## src/rtl/button_conditioner.sv

```systemverilog
// ============================================================================
//  Module      : button_conditioner
//  Description : Four-channel push-button front end. Each raw, asynchronous
//                input is synchronised, debounced and turned into a single-
//                cycle press pulse on its rising debounced edge (qualified by
//                En). S carries the start pulse; In carries {red,blue,green}.
//  Revision    : 1.0  initial release
// ============================================================================
`default_nettype none

module button_conditioner #(
  parameter int unsigned DB_CYCLES = 4
) (
  input  logic       Clk,
  input  logic       Reset,
  input  logic       BtnS,
  input  logic       BtnR,
  input  logic       BtnB,
  input  logic       BtnG,
  input  logic       En,
  output logic       S,
  output logic [2:0] In,
  output logic [3:0] Level
);

  // Counter only ever reaches DB_CYCLES-1, so clog2 bits suffice (DB_CYCLES >= 2).
  localparam int unsigned         c_CNT_W   = $clog2(DB_CYCLES);
  localparam logic [c_CNT_W-1:0]  c_CNT_MAX = c_CNT_W'(DB_CYCLES - 1);

  // Channel order matches Level: bit 3 = start, 2 = red, 1 = blue, 0 = green.
  logic [3:0] raw_w;
  logic [3:0] sync1_q;
  logic [3:0] sync2_q;
  logic [3:0] pulse_w;

  assign raw_w = {BtnS, BtnR, BtnB, BtnG};

  // Two-flop synchroniser for every raw button before any other logic.
  always_ff @(posedge Clk) begin
    if (Reset) begin
      sync1_q <= '0;
      sync2_q <= '0;
    end else begin
      sync1_q <= raw_w;
      sync2_q <= sync1_q;
    end
  end

  for (genvar gi = 0; gi < 4; gi++) begin : g_chan
    logic               lvl_q;
    logic               lvl_d;
    logic               prev_q;
    logic               pls_q;
    logic               pls_d;
    logic [c_CNT_W-1:0] cnt_q;
    logic [c_CNT_W-1:0] cnt_d;

    // Debounce: count consecutive disagreeing cycles, flip the level on the
    // DB_CYCLES-th one; any agreeing cycle restarts the count. The press
    // pulse is the registered rising edge of the level, gated by En.
    always_comb begin
      lvl_d = lvl_q;
      cnt_d = '0;
      if (sync2_q[gi] != lvl_q) begin
        if (cnt_q == c_CNT_MAX) begin
          lvl_d = ~lvl_q;
        end else begin
          cnt_d = cnt_q + c_CNT_W'(1);
        end
      end
      pls_d = lvl_q & ~prev_q & En;
    end

    // Channel state; prev_q delays the level one cycle for edge detection.
    always_ff @(posedge Clk) begin
      if (Reset) begin
        lvl_q  <= 1'b0;
        prev_q <= 1'b0;
        pls_q  <= 1'b0;
        cnt_q  <= '0;
      end else begin
        lvl_q  <= lvl_d;
        prev_q <= lvl_q;
        pls_q  <= pls_d;
        cnt_q  <= cnt_d;
      end
    end

    assign Level[gi]   = lvl_q;
    assign pulse_w[gi] = pls_q;
  end

  assign S  = pulse_w[3];
  assign In = pulse_w[2:0];

endmodule

`default_nettype wire

```

## config.mk

```make
export PLATFORM = sky130hd
export DESIGN_NAME = button_conditioner
export DESIGN_NICKNAME = d
export VERILOG_FILES = /design/src/rtl/button_conditioner.sv
export SDC_FILE = /design/constraint.sdc
export NUM_CORES = 1
export LEC_CHECK = 0
export CORE_AREA = 2 2 50 52
export CTS_CLUSTER_DIAMETER = 50
export CTS_CLUSTER_SIZE = 12
export DETAILED_ROUTE_END_ITERATION = 12
export DIE_AREA = 0 0 52 54
export PLACE_DENSITY = 0.81
export RECOVER_POWER = 25
export SLEW_MARGIN = 20
export SYNTH_ARGS = -nofsm -noshare
export SYNTH_HDL_FRONTEND = slang
export SYNTH_SLANG_ARGS = --single-unit
```

## constraint.sdc

```tcl
create_clock -name Clk -period 0.8 [get_ports Clk]
set_input_delay 0.12 -clock Clk [delete_from_list [all_inputs] [get_ports Clk]]
set_output_delay 0.12 -clock Clk [all_outputs]
set_load 0.02 [all_outputs]
```

==> results of run 1 <==
cell type report:
type,instances,area share [%]
Sequential cell,28,40.4
Multi-Input combinational cell,41,37.5
Timing Repair Buffer,25,17.0
Tap cell,30,2.62
Clock buffer,4,2.53
metal layers:
metal / part of all wire (%) / vias up
met4: 2.1 / 0
met3: 3.3 / 2
met5: 0 / -
li1: - / 295
met1: 42 / 290
met2: 52 / 13
state kept, by name, indices dropped and copies added, names as in the netlist:
register and flops:
g_chan.cnt_q 8, sync1_q 4, sync2_q 4, g_chan.lvl_q 4, S 1, g_chan.prev_q 4, g_chan.pls_q 3
power groups by stage:
stage	registers [uW]	logic, uW	clock network [uW]
final	1440	134	661
after global routing	1440	146	734
after CTS	1440	126	679
after floorplan	1460	64.5	0
after global placement	1460	107	0
after detailed placement	1460	113	0
cell usage after synthesis:
| master | count |
|---|---|
| dfxtp_1 | 28 |
| nor2b_1 | 8 |
| buf_4 | 7 |
| and2b_2 | 4 |
| ha_1 | 4 |
| mux2i_1 | 4 |
| nor2_1 | 4 |
| nor3b_1 | 4 |
| nor4b_2 | 4 |
| xnor2_1 | 4 |
| nor4_2 | 3 |
| buf_6 | 2 |
| nand2b_4 | 1 |
| nor4_1 | 1 |
stage by stage:
step	power (uW)	utilization [%]	hold WS, ps	instance area [um2]	setup WS [ps]
2_1_floorplan	1530	-	248	1070	-13.1
3_3_place_gp	1570	53.3	376	1240	-369
3_5_place_dp	1580	53.3	379	1240	-457
4_1_cts	2240	59.7	323	1390	-162
5_1_grt	2330	61.9	332	1440	-178
6_report	2240	61.9	321	1440	-143
worst reg2reg max path, stage by stage (launching register included):
cell	delay, ps
dfxtp_2	360
buf_6	130
xnor2_4	150
nor4b_4	230
worst max path at each step:
| stage | from | end | slack, ps | depth (start not counted) |
|---|---|---|---|---|
| after CTS | g_chan[1].lvl_q$_SDFFE_PP0P_ | g_chan[1].cnt_q[1]$_SDFF_PP0_ | -160 | 3 |
| after global routing | g_chan[3].lvl_q$_SDFFE_PP0P_ | Level[3] | -180 | 1 |
| after floorplan | g_chan[3].cnt_q[1]$_SDFF_PP0_ | g_chan[3].lvl_q$_SDFFE_PP0P_ | -10 | 3 |
| after detailed placement | Reset | g_chan[1].cnt_q[1]$_SDFF_PP0_ | -460 | 3 |
| after global placement | Reset | g_chan[1].cnt_q[1]$_SDFF_PP0_ | -370 | 3 |
| final | g_chan[3].lvl_q$_SDFFE_PP0P_ | Level[3] | -140 | 1 |
kinds of logic after synthesis:
family                   synth area share, %
adder cells (fa/ha/maj)                 4.96
multiplexers                            3.97
XOR/XNOR                                3.47
AND/OR/NAND/NOR                         24.6
buffers and inverters                   7.44
flip-flops                              55.6
what timing repair did:
| item | in CTS | in global routing |
|---|---|---|
| endpoints found under the setup margin | 20 | 23 |
| pin swaps | 8 | 3 |
| setup buffers | 2 | 0 |
| gates resized for setup | 67 | 8 |
| hold buffers | 0 | 0 |
==> flow_summary.ini, run 1 <==
[detailed_routing]
drt-vias-per-instance = 4.69
ant_nets = 0
drc = 0
wl_mm = 1.60
via_count = 600
dr.pass1.iters = 4
first_iter_violations = 7
avgRoutedWirePerCell_um = 12.5

[critical_path]
critical_path.cell_chain = buf_4
crit_family = flip-flops
critPathArrivalTime_ps = 820
slowest_stage = dfxtp_2
r2r-start = g_chan[3].lvl_q$_SDFFE_PP0P_
ff2ff_path_depth = 3
crit_fanout = 2
rrSetupSlack_ps = -130
path_buf_inv = 1
cp.required_ps = 680
end_kind = primary output
max_stage_delay_ps = 360
path_class = flop to primary output
r2r-end = g_chan[3].cnt_q[1]$_SDFF_PP0_
critPathLaunchType = flop

[clock_network]
cts_root_buffer = clkbuf_4
ctsHtreeMaxLevel = 1
clock_latency_ps = 320
tritoncts = built
cts_made_buffers = 3
clk_pin_slew_worst_paths_ps = 140
cts_sinks = 28
clock_path_buffers = 2

[global_routing]
grt_use_total_pct = 13.7
grt.busiest_layer = met2
grtUsageMet1_pct = 16.0
antenna_found_initial = 0
gr-usage-met3_pct = 1.67
use_met2_pct = 23.4
grt_start_max_net_pins = 16
grt_pass1_vias = 573
grt_pass1_wl_mm = 2.69
grt_overflow = 0

[hold_path]
holdPathStages = 2
hp-class = primary input to flop
holdPathEnd = sync2_q[3]$_SDFF_PP0_
min_from = Reset

[sta]
fin_crit_sh_pct = 118
fin_setup_tns_ps = -1910
tightest_slew_ps = 254
fin_skew_ps = 7.80
period_needed_ps = 943
hold_viol = 0
setup_violations = 21
maxSlewHeadroom_pct = 83.1
rsz0062_at_grt = true
fmax_ghz = 1.06
setup_ws_ps = -143
slew_violations = 0

[place]
numPortBuffers = 14
hpwlAfterDp_mm = 1.05
place_congestion = 0.676
placedCellCount = 122

[power]
p_seq_share_pct = 64.4
switching_share_pct = 20.5
p_per_area_mw_per_mm2 = 1560
internal-power_uw = 1780
switchingPower_uw = 458
combPwrFrac_pct = 6.0
clkPwrFrac_pct = 29.5
power_leakage_uw = 0.000519
ir_worst_vdd_uv = 1050

[final_layout]
multi_input_area_um2 = 538
nets = 110
syn_to_final_growth_pct = 42.3
regArea_um2 = 579
drive_gt1_share_pct = 62.2
fill_cells = 183
instances_no_fill = 128
layout_common_cells = dfxtp_2 (15), dfxtp_1 (13), buf_6 (12)
diodes = 0
final_common_cell = dfxtp_2

[floorplanning]
dieWidth_um = 52
pin_count = 15
start_util_pct = 43.5
die_h_um = 54
rows = 18
core-area_mm2 = 0.00232
die_area_mm2 = 0.00281

[synthesis]
yosys_register_bits = 28
synth_top_area_cell = dfxtp_1
synth_cell_types = 14
synth_area_mm2 = 0.00101
syn_inst = 78
syn_nets = 89
synth_area_leaders = dfxtp_1 (56%), nor4b_2 (6.0%), buf_4 (5.2%)
synth.avg_cell_area_um2 = 12.9
yosysWarningCount = 0
ys_seq_area_share_pct = 55.6
yosys.area.top_type_share_pct = 55.6

[outcome]
violations = setup timing
status = finished, violations left

[run]
cap_violations = 0
No activity file was read; power rests on OpenSTA's default activity.
==> run 2, diff against run 1 <==
GPL_TIMING_DRIVEN = 0   (was unset)
==> run 2 against run 1 <==
The run still ends with setup timing left; first-iteration DRC count unchanged; final area increased by 0.44%; maximum frequency decreased by 7.2%; wire length decreased by 7.2%; clock skew decreased by 0.60 ps; global-route usage decreased by 1.8 points; worst setup slack got worse by 73 ps; via count decreased by 1.0%; final cell count increased by 2.3%; worst hold slack got worse by 95 ps; sequential power about the same; highest routed layer unchanged.
==> flow_summary.ini, run 2 (synthesized netlist as in run 1, its figures left out) <==
[outcome]
status = finished, violations left
violations = setup timing

[final_layout]
syn_to_final_growth_pct = 42.9
multi_input_area_um2 = 499
regArea_um2 = 581
nets = 113
layout_common_cells = dfxtp_2 (16), buf_6 (16), dfxtp_1 (12)
largest_reg_flops = 8
diodes = 0
largest-register = g_chan.cnt_q
drive_gt1_share_pct = 64.4
fill_cells = 181

[place]
place_ws_ps = -425
numPortBuffers = 14
place_congestion = 0.700
hpwlAfterDp_um = 980

[global_routing]
grt_pass1_wl_mm = 2.37
antenna_found_initial = 0
grt_pass1_vias = 541
gr-usage-met3_pct = 1.67
grtUsageMet1_pct = 14.7
grt_overflow = 0
grt_use_total_pct = 11.8
grt_start_max_net_pins = 16
use_met2_pct = 19.6
grt.busiest_layer = met2

[floorplanning]
start_util_pct = 43.5
dieWidth_um = 52
die_h_um = 54
core-area_mm2 = 0.00232
die_area_mm2 = 0.00281
pin_count = 15
rows = 18

[run]
cap_violations = 0

[power]
p_seq_share_pct = 64.8
switching_share_pct = 20.0
power_leakage_uw = 0.000545
clkPwrFrac_pct = 29.5
ir_worst_vdd_uv = 946
switchingPower_uw = 443
p_per_area_mw_per_mm2 = 1540
finalPower_uw = 2220
combPwrFrac_pct = 5.7
internal-power_uw = 1770

[critical_path]
critPathArrivalTime_ps = 900
path_class = flop to primary output
path_buf_inv = 2
end_kind = primary output
r2r-end = g_chan[3].cnt_q[1]$_SDFF_PP0_
critPathLaunchType = flop
crit_fanout = 2
crit_top_cell = buf_6
r2r-start = g_chan[3].lvl_q$_SDFFE_PP0P_
rrSetupSlack_ps = -190
slowest_stage = dfxtp_2
max_stage_delay_ps = 350
ff2ff_path_depth = 3
cp.required_ps = 680
crit_family = flip-flops
critical_path.cell_chain = buf_6, buf_6

[sta]
slew_violations = 0
hold_viol = 0
period_needed_ps = 1020
tightest_slew_ps = 242
rsz0062_at_grt = true
maxSlewHeadroom_pct = 83.8
fin_skew_ps = 7.19
fmax_ghz = 0.985
setup_ws_ps = -216
setup_violations = 21
fin_crit_sh_pct = 127

[detailed_routing]
dr.pass1.iters = 4
first_iter_violations = 7
drc = 0
ant_nets = 0
drt-vias-per-instance = 4.53
via_count = 594
avgRoutedWirePerCell_um = 11.3
wl_mm = 1.48

[hold_path]
hp-class = primary input to flop
holdPathEnd = sync1_q[3]$_SDFF_PP0_
holdPathStages = 2
min_from = Reset

[clock_network]
clock_latency_ps = 320
cts_root_buffer = clkbuf_4
clock_path_buffers = 2
tritoncts = built
clk_pin_slew_worst_paths_ps = 140
cts_made_buffers = 3
holdBufCountCts = 0
cts_sinks = 28
ctsHtreeMaxLevel = 1
-- run 2: what timing repair did --
| action | in CTS | in global routing |
|---|---|---|
| pin swaps | 2 | 2 |
| setup endpoints to repair | 20 | 24 |
| resized for setup | 65 | 9 |
| buffers inserted | 7 | 1 |
-- run 2: area by class of cell --
type                       count  share of cell area (%)
buffer                         6                    4.69
clock buffer                   4                    2.52
multi-input combinational     41                    34.6
sequential                    28                    40.3
tap                           30                    2.60
timing repair buffer          22                    15.3
-- run 2: power by group through the flow --
| stage | combinational [uW] | clock [uW] | sequential, uW |
|---|---|---|---|
| finish | 125 | 655 | 1440 |
| global route | 138 | 737 | 1440 |
| CTS | 121 | 673 | 1440 |
| floorplan | 64.5 | 0 | 1460 |
| global placement | 106 | 0 | 1460 |
| detailed placement | 110 | 0 | 1470 |
-- run 2: worst max path at each step --
stage,startpoint,end,cells after the start
2_1_floorplan,g_chan[3].cnt_q[1]$_SDFF_PP0_,g_chan[3].lvl_q$_SDFFE_PP0P_,3
3_3_place_gp,g_chan[2].lvl_q$_SDFFE_PP0P_,Level[2],2
3_5_place_dp,Reset,g_chan[0].cnt_q[1]$_SDFF_PP0_,3
4_1_cts,g_chan[2].lvl_q$_SDFFE_PP0P_,Level[2],2
5_1_grt,g_chan[1].lvl_q$_SDFFE_PP0P_,Level[1],2
6_report,g_chan[1].lvl_q$_SDFFE_PP0P_,Level[1],2
-- run 2: metal layers --
layer  wire [um]  share of wire [%]  vias to the layer above
met5           0                  0                        -
met4          15                1.0                        0
met3          68                4.6                        2
met2         751                 51                       14
met1         649                 44                      278
li1            -                  -                      300
-- run 2: worst register-to-register path, delay by kind of cell, from the launching register on --
family | cells | cell delay (ps)
buf+inv | 1 | 150
flops | 1 | 350
xor+xnor | 1 | 150
simple gates | 1 | 250
-- run 2: through the flow --
stage | TNS (ps) | utilization (%) | hold WS [ps] | cells | area [um2]
after detailed placement | -11610 | 53.7 | 381 | 122 | 1240
after CTS | -2150 | 59.4 | 333 | 130 | 1380
after global routing | -3180 | 62.1 | 241 | 131 | 1440
after global placement | -10860 | 53.7 | 376 | 122 | 1240
final | -2160 | 62.1 | 226 | 131 | 1440
after floorplan | -13.1 | - | 248 | 78 | 1070
